[config.mk]
export PLATFORM = sky130hd
export DESIGN_NAME = hpdmc_odatapath16
export DESIGN_NICKNAME = d
export VERILOG_FILES = /design/src/rtl/hpdmc_odatapath16.sv
export SDC_FILE = /design/constraint.sdc
export NUM_CORES = 1
export LEC_CHECK = 0
export ABC_AREA = 1
export CORE_ASPECT_RATIO = 1.4
export CORE_UTILIZATION = 45
export CTS_BUF_LIST = sky130_fd_sc_hd__clkbuf_2 sky130_fd_sc_hd__clkbuf_4 sky130_fd_sc_hd__clkbuf_8
export DETAILED_ROUTE_END_ITERATION = 16
export SETUP_SLACK_MARGIN = 0.2
export SLEW_MARGIN = 15
export SYNTH_ARGS = -nofsm -noshare
export SYNTH_HDL_FRONTEND = slang
export SYNTH_SLANG_ARGS = --single-unit
[constraint.sdc]
create_clock -name sys_clk -period 3.6 [get_ports sys_clk]
set_input_delay 0.72 -clock sys_clk [delete_from_list [all_inputs] [get_ports sys_clk]]
set_output_delay 0.72 -clock sys_clk [all_outputs]
set_load 0.02 [all_outputs]
[src/rtl/hpdmc_odatapath16.sv]
// Write datapath for the 16-bit DDR controller.
// Buffers 32-bit write words and sequences DQ/DQS/DM enables and ODDR2 data
// through the preamble, burst and postamble of a write.
module hpdmc_odatapath16 #(
  parameter int unsigned BURST_WORDS   = 4,
  parameter int unsigned FIFO_DEPTH    = 8,
  parameter int unsigned WRITE_LATENCY = 1
) (
  input  logic        sys_clk,
  input  logic        sys_rst,
  input  logic [31:0] wdata,
  input  logic [3:0]  wmask,
  input  logic        wvalid,
  output logic        wready,
  input  logic        write_go,
  output logic        write_ok,
  output logic        busy,
  output logic        proto_err,
  output logic [15:0] d0,
  output logic [15:0] d1,
  output logic [1:0]  dm0,
  output logic [1:0]  dm1,
  output logic        dq_oe,
  output logic        dqs_oe,
  output logic        dqs_toggle
);

  localparam int unsigned AW = $clog2(FIFO_DEPTH);
  localparam int unsigned CW = AW + 1;
  localparam int unsigned BW = $clog2(BURST_WORDS);
  localparam int unsigned EW = 36;

  typedef enum logic [2:0] {S_IDLE, S_WAIT, S_PRE, S_DATA, S_POST} state_t;

  logic [EW-1:0] mem [FIFO_DEPTH];
  logic [AW-1:0] wr_ptr, rd_ptr;
  logic [CW-1:0] count;
  logic          push, pop, go_ok;
  logic [EW-1:0] head;

  state_t        state, state_nxt;
  logic [2:0]    cnt, cnt_nxt;
  logic [BW-1:0] beat, beat_nxt;
  logic [15:0]   d0_nxt, d1_nxt;
  logic [1:0]    dm0_nxt, dm1_nxt;
  logic          dq_oe_nxt, dqs_oe_nxt, dqs_toggle_nxt, proto_err_nxt;

  // Occupancy flags; space freed by a pop is only visible next cycle
  assign wready   = (count != CW'(FIFO_DEPTH));
  assign write_ok = (count >= CW'(BURST_WORDS));
  assign push     = wvalid && wready;
  assign head     = mem[rd_ptr];
  assign go_ok    = write_go && (state == S_IDLE) && write_ok;

  // FIFO storage; {mask, data} per entry, no reset needed on contents
  always_ff @(posedge sys_clk) begin
    if (push) mem[wr_ptr] <= {wmask, wdata};
  end

  // FIFO pointers and occupancy
  always_ff @(posedge sys_clk) begin
    if (sys_rst) begin
      wr_ptr <= '0;
      rd_ptr <= '0;
      count  <= '0;
    end else begin
      if (push) wr_ptr <= wr_ptr + AW'(1);
      if (pop)  rd_ptr <= rd_ptr + AW'(1);
      case ({push, pop})
        2'b10:   count <= count + CW'(1);
        2'b01:   count <= count - CW'(1);
        default: count <= count;
      endcase
    end
  end

  // Next state, then output values for the cycle that state will occupy
  always_comb begin
    state_nxt      = state;
    cnt_nxt        = cnt;
    beat_nxt       = beat;
    pop            = 1'b0;
    d0_nxt         = '0;
    d1_nxt         = '0;
    dm0_nxt        = 2'b11;
    dm1_nxt        = 2'b11;
    dq_oe_nxt      = 1'b0;
    dqs_oe_nxt     = 1'b0;
    dqs_toggle_nxt = 1'b0;
    proto_err_nxt  = proto_err | (write_go && !go_ok);

    case (state)
      S_IDLE: begin
        if (go_ok) begin
          if (WRITE_LATENCY == 1) begin
            state_nxt = S_PRE;
          end else begin
            state_nxt = S_WAIT;
            cnt_nxt   = 3'(WRITE_LATENCY - 2);
          end
        end
      end
      S_WAIT: begin
        cnt_nxt = cnt - 3'd1;
        if (cnt == 3'd0) state_nxt = S_PRE;
      end
      S_PRE: begin
        state_nxt = S_DATA;
        beat_nxt  = '0;
      end
      S_DATA: begin
        if (beat == BW'(BURST_WORDS - 1)) state_nxt = S_POST;
        else                              beat_nxt  = beat + BW'(1);
      end
      S_POST:  state_nxt = S_IDLE;
      default: state_nxt = S_IDLE;
    endcase

    case (state_nxt)
      S_PRE: dqs_oe_nxt = 1'b1;
      S_DATA: begin
        pop            = 1'b1;
        d0_nxt         = head[31:16];
        d1_nxt         = head[15:0];
        dm0_nxt        = head[35:34];
        dm1_nxt        = head[33:32];
        dq_oe_nxt      = 1'b1;
        dqs_oe_nxt     = 1'b1;
        dqs_toggle_nxt = 1'b1;
      end
      S_POST:  dqs_oe_nxt = 1'b1;
      default: ;
    endcase
  end

  // State and registered outputs
  always_ff @(posedge sys_clk) begin
    if (sys_rst) begin
      state      <= S_IDLE;
      cnt        <= '0;
      beat       <= '0;
      busy       <= 1'b0;
      proto_err  <= 1'b0;
      d0         <= '0;
      d1         <= '0;
      dm0        <= 2'b11;
      dm1        <= 2'b11;
      dq_oe      <= 1'b0;
      dqs_oe     <= 1'b0;
      dqs_toggle <= 1'b0;
    end else begin
      state      <= state_nxt;
      cnt        <= cnt_nxt;
      beat       <= beat_nxt;
      busy       <= (state_nxt != S_IDLE);
      proto_err  <= proto_err_nxt;
      d0         <= d0_nxt;
      d1         <= d1_nxt;
      dm0        <= dm0_nxt;
      dm1        <= dm1_nxt;
      dq_oe      <= dq_oe_nxt;
      dqs_oe     <= dqs_oe_nxt;
      dqs_toggle <= dqs_toggle_nxt;
    end
  end

endmodule

# Yosys cells after proc, flatten, opt, wreduce, memory -nomap -nowiden

Memory sizes are Yosys's and may differ from the RTL's. A register that Yosys moved wholly into a read port is not among the register bits.
Index checks and enable logic that the tools add are counted.

Bitwise logic cells: 2
Multiplexer cells: 11
Equality and inequality tests: 11
Shift operators: 0
Reduce and logical (&&, ||, !) cells: 13
Add/subtract/negate cells: 6
Divide/modulo/power cells: 0
Order comparisons: 1
$mul: 0

Operators with widths:

| cell                                                                   | count |
|---|---|
| 3-bit by 2-bit equality test with 1-bit output (second input constant) | 4 |
| 3-bit case mux with 4 select lines                                     | 1 |
| 3-bit two-way mux                                                      | 3 |
| 4-bit case mux with 2 select lines                                     | 1 |
| 3-bit by 1-bit adder with 3-bit output (second input constant)         | 2 |
| 3-bit logical NOT                                                      | 2 |
| 4-bit by 1-bit adder with 4-bit output (second input constant)         | 1 |
| 2-bit equality test (second input constant)                            | 2 |
| 4-bit by 3-bit >= comparator with 1-bit output (second input constant) | 1 |
| 1-bit logical AND                                                      | 4 |
| 1-bit two-way mux                                                      | 4 |
| 4-bit inequality test (second input constant)                          | 1 |
| 2-bit case mux with 2 select lines                                     | 1 |
| 2-bit nonzero test                                                     | 2 |
| 4-bit by 1-bit subtractor with 4-bit output (second input constant)    | 1 |
| 3-bit by 1-bit equality test with 1-bit output (second input constant) | 1 |
| 3-bit equality test (second input constant)                            | 1 |
| 3-bit nonzero test                                                     | 1 |
| 3-bit OR reduction                                                     | 1 |
| 3-bit by 1-bit subtractor with 3-bit output (second input constant)    | 1 |
| 2-bit by 1-bit adder with 2-bit output (second input constant)         | 1 |
| 2-bit by 1-bit equality test with 1-bit output (second input constant) | 1 |
| 2-bit two-way mux                                                      | 1 |
| 2-bit inequality test (second input constant)                          | 1 |
| 5 further kinds                                                        | 5 |

Memory bits (writable): 288
Bits in latches: 0
Output and inout bits: 43
Word-level logic and storage cells: 55
Bits in registers: 22
Bits in read-only memories: 0
Memories kept: 1

Memories:

| memory | depth | width | rd ports | clocked after Yosys merged registers in | wr ports | RTL line | source |
|---|---|---|---|---|---|---|---|
| mem    | 8     | 36    | 1        | 1                                       | 1        | 35       | `logic [EW-1:0] mem [FIFO_DEPTH];` |

# Depth between registers and ports, before layout

Gate-level depths: netlist of the first run.

Depth after elaboration: 9
Mapped depth: 13
Mapped depth without buffers: 13

# Worst setup path after synthesis of the first run

No wires, ideal clock.

Kind: in2reg
Start: in wvalid
End: mem mem[0][0] (enable)
Arrival: 2.572 ns
Stages on the path: 4
Required time: 3.171 ns
Path buffers: 0
Slack: 0.599 ns
Library setup time: 0.429 ns
Cells stage by stage: nand2_1 > inv_1 > nand2_1 > nor2_1

Longest elaborated chain between the ends: 3

RTL lines:

| item                                    | RTL line | source |
|---|---|---|
| start, declared                         | 13       | `input logic wvalid,` |
| 1-bit logical AND                       | 51       | `assign push = wvalid && wready;` |
| 1-bit two-way mux                       | 57       | `if (push) mem[wr_ptr] <= {wmask, wdata};` |
| 1-bit two-way mux (implied by the code) | 57       |  |
| end, declared                           | 35       |  |

No other way between the ends.

# Worst setup path after layout of the first run

Start: reg count[3]
End: out write_ok

Longest elaborated chain between the ends: 1

RTL lines:

| item                                           | RTL line | source |
|---|---|---|
| start, declared                                | 37       | `logic [CW-1:0] count;` |
| start signal, assigned                         | 70       | `2'b10: count <= count + CW'(1);` |
| start signal, assigned                         | 71       | `2'b01: count <= count - CW'(1);` |
| start signal, assigned                         | 72       | `default: count <= count;` |
| 4-bit by 3-bit >= comparator with 1-bit output | 50       | `assign write_ok = (count >= CW'(BURST_WORDS));` |
| end, declared                                  | 16       | `output logic write_ok,` |

No other way between the ends.

==> flow_summary.ini, run 1 <==
[placement]
io_buffers = 82
dpl.cell_count = 1541
gp_congestion = 0.782
detailedPlacementHpwl_mm = 15.9

[hold_path]
hold_path_class = flop to flop
hold-path-cell-count = 2

[floorplan]
rows = 73
core-area_um2 = 28700
chipWidth_um = 147
die_area_um2 = 30100
start_util_pct = 46.1
floorplan.die.height_um = 205
floorplan.io_pins = 83

[clocking]
cts-root-to-sink-buffers = 3
clk_latency_ns = 0.58
cts_tree = built
cts-htree-levels = 2
cts-root-buf = sky130_fd_sc_hd__clkbuf_8
post_cts_buffers = 0
clkSlewWorstSetupHoldPaths_ns = 0.07
cts_buffers = 50
postcts_resize_cnt = 0
cts_sinks = 346
cts-hold-fix-buffers = 0

[timing]
final-hold-violation-count = 0
worst_pin_slew_ns = 0.920
final.min_clock_period_ns = 2.52
fmax_mhz = 397
unrepaired_setup_endpoints_after_global_routing = no
timing.final.crit_share_pct = 70.0
skew_ns = 0.0230
slew-limit-headroom_pct = 38.7
tns_ns = 0
setup_viol = 0
report.final.slew_viol_count = 0

[logic_synthesis]
syn_nets = 1175
synth.lib_cells_used.distinct = 28
synth-warning-count = 0
seq_area_frac_synth_pct = 74.2
postSynthAreaPerCell_um2 = 11.7
post-synth-top-area-fraction_pct = 65.4
synthesis.area_um2 = 13200
postSynthRegisterBits = 346
post_synth_inst_count = 1126
post-synth-top-area-cell = sky130_fd_sc_hd__edfxtp_1
synth_area_leaders = sky130_fd_sc_hd__edfxtp_1, sky130_fd_sc_hd__dfxtp_1, sky130_fd_sc_hd__nor2_1

[finish]
layout.nets = 1267
area_overhead_vs_synth_pct = 17.7
finalNonFillerCells = 1633
insertedDiodeCount = 0
final-seq-area_um2 = 9820
layout.cells.most_common = sky130_fd_sc_hd__edfxtp_1
multi_input_area_um2 = 3080
final_cell_mix = sky130_fd_sc_hd__edfxtp_1, sky130_fd_sc_hd__nor2_1, sky130_fd_sc_hd__nand2_1, sky130_fd_sc_hd__o21ai_0, sky130_fd_sc_hd__clkdlybuf4s50_1
layout-drive-gt1-share_pct = 9.86
final.fill_count = 2492

[setup_path]
arrival_ns = 1.80
critPathMaxFanout = 5
timing.critical_path.cells = or2_2 > clkdlybuf4s50_1
slowest_cp_cell = sky130_fd_sc_hd__clkdlybuf4s50_1
critPathCaptureType = output pin
crit_path_start_kind = flop
crit_type = flop to output pin
timing.critical_path.slowest_cell_delay_ns = 0.55
worstPathRequired_ns = 2.88
rr_worst_depth = 7

[grt]
globalRouteTotalUtil_pct = 19.6
first_global_vias = 8433
grt_antenna_before_repair = 0
overflow = 0
grt_max_degree = 147
grt_first_pass_wirelength_mm = 45.3

[routing]
antenna_left = 0
drc_errors = 0
post_drt_via_cell_ratio = 5.11
first_iter_violations = 491
wl_mm = 28.5
detailroute.via_count = 8349
detailedRoute.firstPassIterationCount = 5
post_drt_wl_per_cell_um = 17.5

[pwr]
static_leakage_nw = 5.58
vdd_ir_drop_max_mv = 0.422
power_per_standard_cell_area_nw_per_um2 = 683

[job]
total_of_max_cap_violations = 0

[status]
outcome = complete, no violations
stage by stage:
| step | power [mW] | instance area (um2) | setup WS [ns] | hold WS [ns] | util, % |
|---|---|---|---|---|---|
| finish | 10.6 | 15600 | 1.08 | 0.482 | 54.3 |
| global route | 11.2 | 15600 | 1.04 | 0.514 | 54.3 |
| CTS | 10.7 | 15600 | 1.05 | 0.488 | 54.3 |
| detailed placement | 7.43 | 14500 | 0.668 | 0.466 | 50.5 |
| global placement | 7.40 | 14500 | 0.733 | 0.470 | 50.5 |
| floorplan | 6.65 | 13200 | 0.599 | 0.450 | - |
critical path, delay by kind of cell, from the launching register on:
| family | cells | cell delay, ns |
|---|---|---|
| buf+inv | 1 | 0.55 |
| flops | 1 | 0.36 |
| simple gates | 1 | 0.33 |
final cells by class:
cell class | count | area share [%]
Sequential cell | 346 | 63.0
Multi-Input combinational cell | 694 | 19.8
Timing Repair Buffer | 100 | 6.62
Clock buffer | 75 | 5.91
Tap cell | 375 | 3.01
Clock inverter | 17 | 1.00
Inverter | 26 | 0.643
path summary, 6_finish.rpt:
check	startpoint	end	slack, ns
max	count[3]$_SDFFE_PP0P_	write_ok	1.08
min	cnt[0]$_SDFFE_PP0P_	cnt[0]$_SDFFE_PP0P_	0.48
max reg2reg	count[0]$_SDFFE_PP0P_	mem[3][24]$_DFFE_PP_	1.32
min reg2reg	cnt[0]$_SDFFE_PP0P_	cnt[0]$_SDFFE_PP0P_	0.48
registers in the layout (all words and copies together), names as in the netlist:
register	count
mem	288
d0	16
d1	16
count	4
cnt	3
rd_ptr	3
state	3
wr_ptr	3
beat	2
dm0	2
dm1	2
busy	1
dqs_oe	1
dqs_toggle	1
proto_err	1
Yosys cell counts (all sizes together):
| cell | number |
|---|---|
| a31oi | 1 |
| buf | 35 |
| or2 | 1 |
| nand4 | 2 |
| o22ai | 4 |
| o21ai | 160 |
| xnor2 | 2 |
| clkbuf | 25 |
| a21oi | 48 |
| nand2 | 162 |
| nand3 | 9 |
| xor2 | 2 |
| nor2 | 293 |
| inv | 26 |
| edfxtp | 288 |
| dfxtp | 58 |
| fa | 1 |
| ha | 8 |
| nor3 | 1 |
logic make-up after synthesis:
| family | share of synthesized area (%) |
|---|---|
| AOI/OAI and AO/OA | 8.11 |
| buffers and inverters | 3.04 |
| and+or+nand+nor | 13.5 |
| DFF | 74.2 |
| adders and majority gates | 0.908 |
| xor gates and xnor gates | 0.265 |
metal layers:
layer,global-route usage (%),share of wire [%],up-vias
met5,0,0,-
met4,7.99,2.5,0
met3,2.90,4.0,53
met2,34.8,52,172
met1,23.9,42,4067
li1,-,-,4057
report_power, final:
| group | total, mW | leakage, nW | internal, mW | switching (mW) |
|---|---|---|---|---|
| Sequential | 4.74 | 3.09 | 4.61 | 0.129 |
| Combinational | 2.58 | 1.92 | 0.871 | 1.71 |
| Clock | 3.31 | 0.574 | 1.85 | 1.45 |
| Total | 10.6 | 5.58 | 7.33 | 3.29 |
(Power assumes the default switching activity.)
==> run 2: changes to the inputs <==
==> constraint.sdc (replaced) <==
create_clock -name sys_clk -period 2.6 [get_ports sys_clk]
set_input_delay 0.52 -clock sys_clk [delete_from_list [all_inputs] [get_ports sys_clk]]
set_output_delay 0.52 -clock sys_clk [all_outputs]
set_load 0.02 [all_outputs]
==> run 2 against run 1 <==
Flip-flop and latch count stayed put. Final area grew 0.55%. Via count is 1.3% higher. Clock skew shrank 0.0086 ns. Final cell count grew 0.55%. Wire length up 1.5%. First-iteration DRC count rose by 34%. Critical path type unchanged.
==> flow_summary.ini, run 2 (synthesis results as in run 1) <==
[placement]
gp_congestion = 0.742
dpl.cell_count = 1548
dpl-instance-area_um2 = 14600
io_buffers = 82
detailedPlacementHpwl_mm = 16.3

[routing]
post_drt_via_cell_ratio = 5.15
detailedRoute.firstPassIterationCount = 5
wl_mm = 29.0
drc_errors = 0
detailroute.via_count = 8460
first_iter_violations = 659
post_drt_wl_per_cell_um = 17.6
antenna_left = 0

[clocking]
cts_buffers = 51
cts-htree-levels = 2
clkSlewWorstSetupHoldPaths_ns = 0.06
cts-root-to-sink-buffers = 3
clk_latency_ns = 0.57
cts-root-buf = sky130_fd_sc_hd__clkbuf_8
cts_sinks = 346
post_cts_buffers = 0
cts-hold-fix-buffers = 0
postcts_resize_cnt = 0
cts_tree = built

[finish]
layout-drive-gt1-share_pct = 10.6
final_area_um2 = 15700
finish.utilization_pct = 54.6
biggestRegsByFlops = mem: 288 flops, d0: 16 flops, d1: 16 flops
largest_register_ffs = 288
regMostFlops = mem
layout.cells.most_common = sky130_fd_sc_hd__edfxtp_1
area_overhead_vs_synth_pct = 18.3
insertedDiodeCount = 0
final_cell_mix = sky130_fd_sc_hd__edfxtp_1, sky130_fd_sc_hd__nor2_1, sky130_fd_sc_hd__nand2_1, sky130_fd_sc_hd__o21ai_0, sky130_fd_sc_hd__clkdlybuf4s50_1
finalNonFillerCells = 1642
layout.nets = 1275

[timing]
timing.final.crit_share_pct = 89.6
skew_ns = 0.0144
worst_pin_slew_ns = 0.836
final.min_clock_period_ns = 2.33
slew-limit-headroom_pct = 44.2
setup_viol = 0
final-hold-violation-count = 0
unrepaired_setup_endpoints_after_global_routing = no
report.final.slew_viol_count = 0
fmax_mhz = 429
tns_ns = 0

[pwr]
vdd_ir_drop_max_mv = 0.559
static_leakage_nw = 5.62
finalPower_mw = 14.7
power_per_standard_cell_area_nw_per_um2 = 939

[floorplan]
core-area_um2 = 28700
die_area_um2 = 30100
start_util_pct = 46.1
floorplan.die.height_um = 205
chipWidth_um = 147
floorplan.io_pins = 83
rows = 73

[setup_path]
crit_path_start_kind = flop
critPathCaptureType = output pin
arrival_ns = 1.81
worstPathRequired_ns = 2.08
crit_type = flop to output pin
critPathMaxFanout = 5

[status]
outcome = complete, no violations

[grt]
grt_antenna_before_repair = 1
globalRouteTotalUtil_pct = 20.0
first_global_vias = 8747
grt_first_pass_wirelength_mm = 46.4
grt_max_degree = 98
overflow = 0

[job]
total_of_max_cap_violations = 0

[hold_path]
hold_path_class = flop to flop
run 2: cell count changes in the layout (fill, tap and decap cells not counted), sizes merged:
cell	previous run	this run
clkinv	13	8
buf	18	25
clkbuf	75	85
bufinv	3	0
run 2: critical path, stage by stage, from the launching register on:
cell and delay [ns]:
sky130_fd_sc_hd__dfxtp_1 0.36, sky130_fd_sc_hd__or2_2 0.33, sky130_fd_sc_hd__clkdlybuf4s50_1 0.54
run 2: layout make-up:
class	instances	area, um2
fillers	2457	13000
well taps	375	469
clock buffers	85	1010
repair buffers	107	1130
inverters	26	100
clock inverters	9	42.5
flip-flops and latches	346	9820
multi-input cells	694	3080
run 2: per-stage QoR:
stage | worst slack (ns) | hold WS, ns
after CTS | 0.220 | 0.480
after global placement | 0.209 | 0.459
after floorplan | -0.374 | 0.450
after detailed placement | 0.205 | 0.461
final | 0.271 | 0.480
after global routing | 0.210 | 0.501
run 2: where the power goes:
part / internal [mW] / switching [mW]
clock network: 2.45 / 2.00
registers: 6.39 / 0.184
logic: 1.26 / 2.42
run 2: routing by layer:
layer / routed length [um] / global-route usage, % / vias to the layer above
met2: 14400 / 34.5 / 190
met3: 1190 / 3.21 / 52
met5: 11 / 0 / -
met4: 735 / 7.44 / 2
li1: - / - / 4073
met1: 12700 / 25.3 / 4143
run 2: path summary, 6_finish.rpt:
path                               from                    end  slack (ns)  cells after the start
setup / recovery  count[3]$_SDFFE_PP0P_               write_ok        0.27                      2
hold / removal      cnt[0]$_SDFFE_PP0P_    cnt[0]$_SDFFE_PP0P_        0.48                      2
setup reg to reg   beat[0]$_SDFFE_PP0P_  count[3]$_SDFFE_PP0P_        0.45                     13
hold reg to reg     cnt[0]$_SDFFE_PP0P_    cnt[0]$_SDFFE_PP0P_        0.48                      2
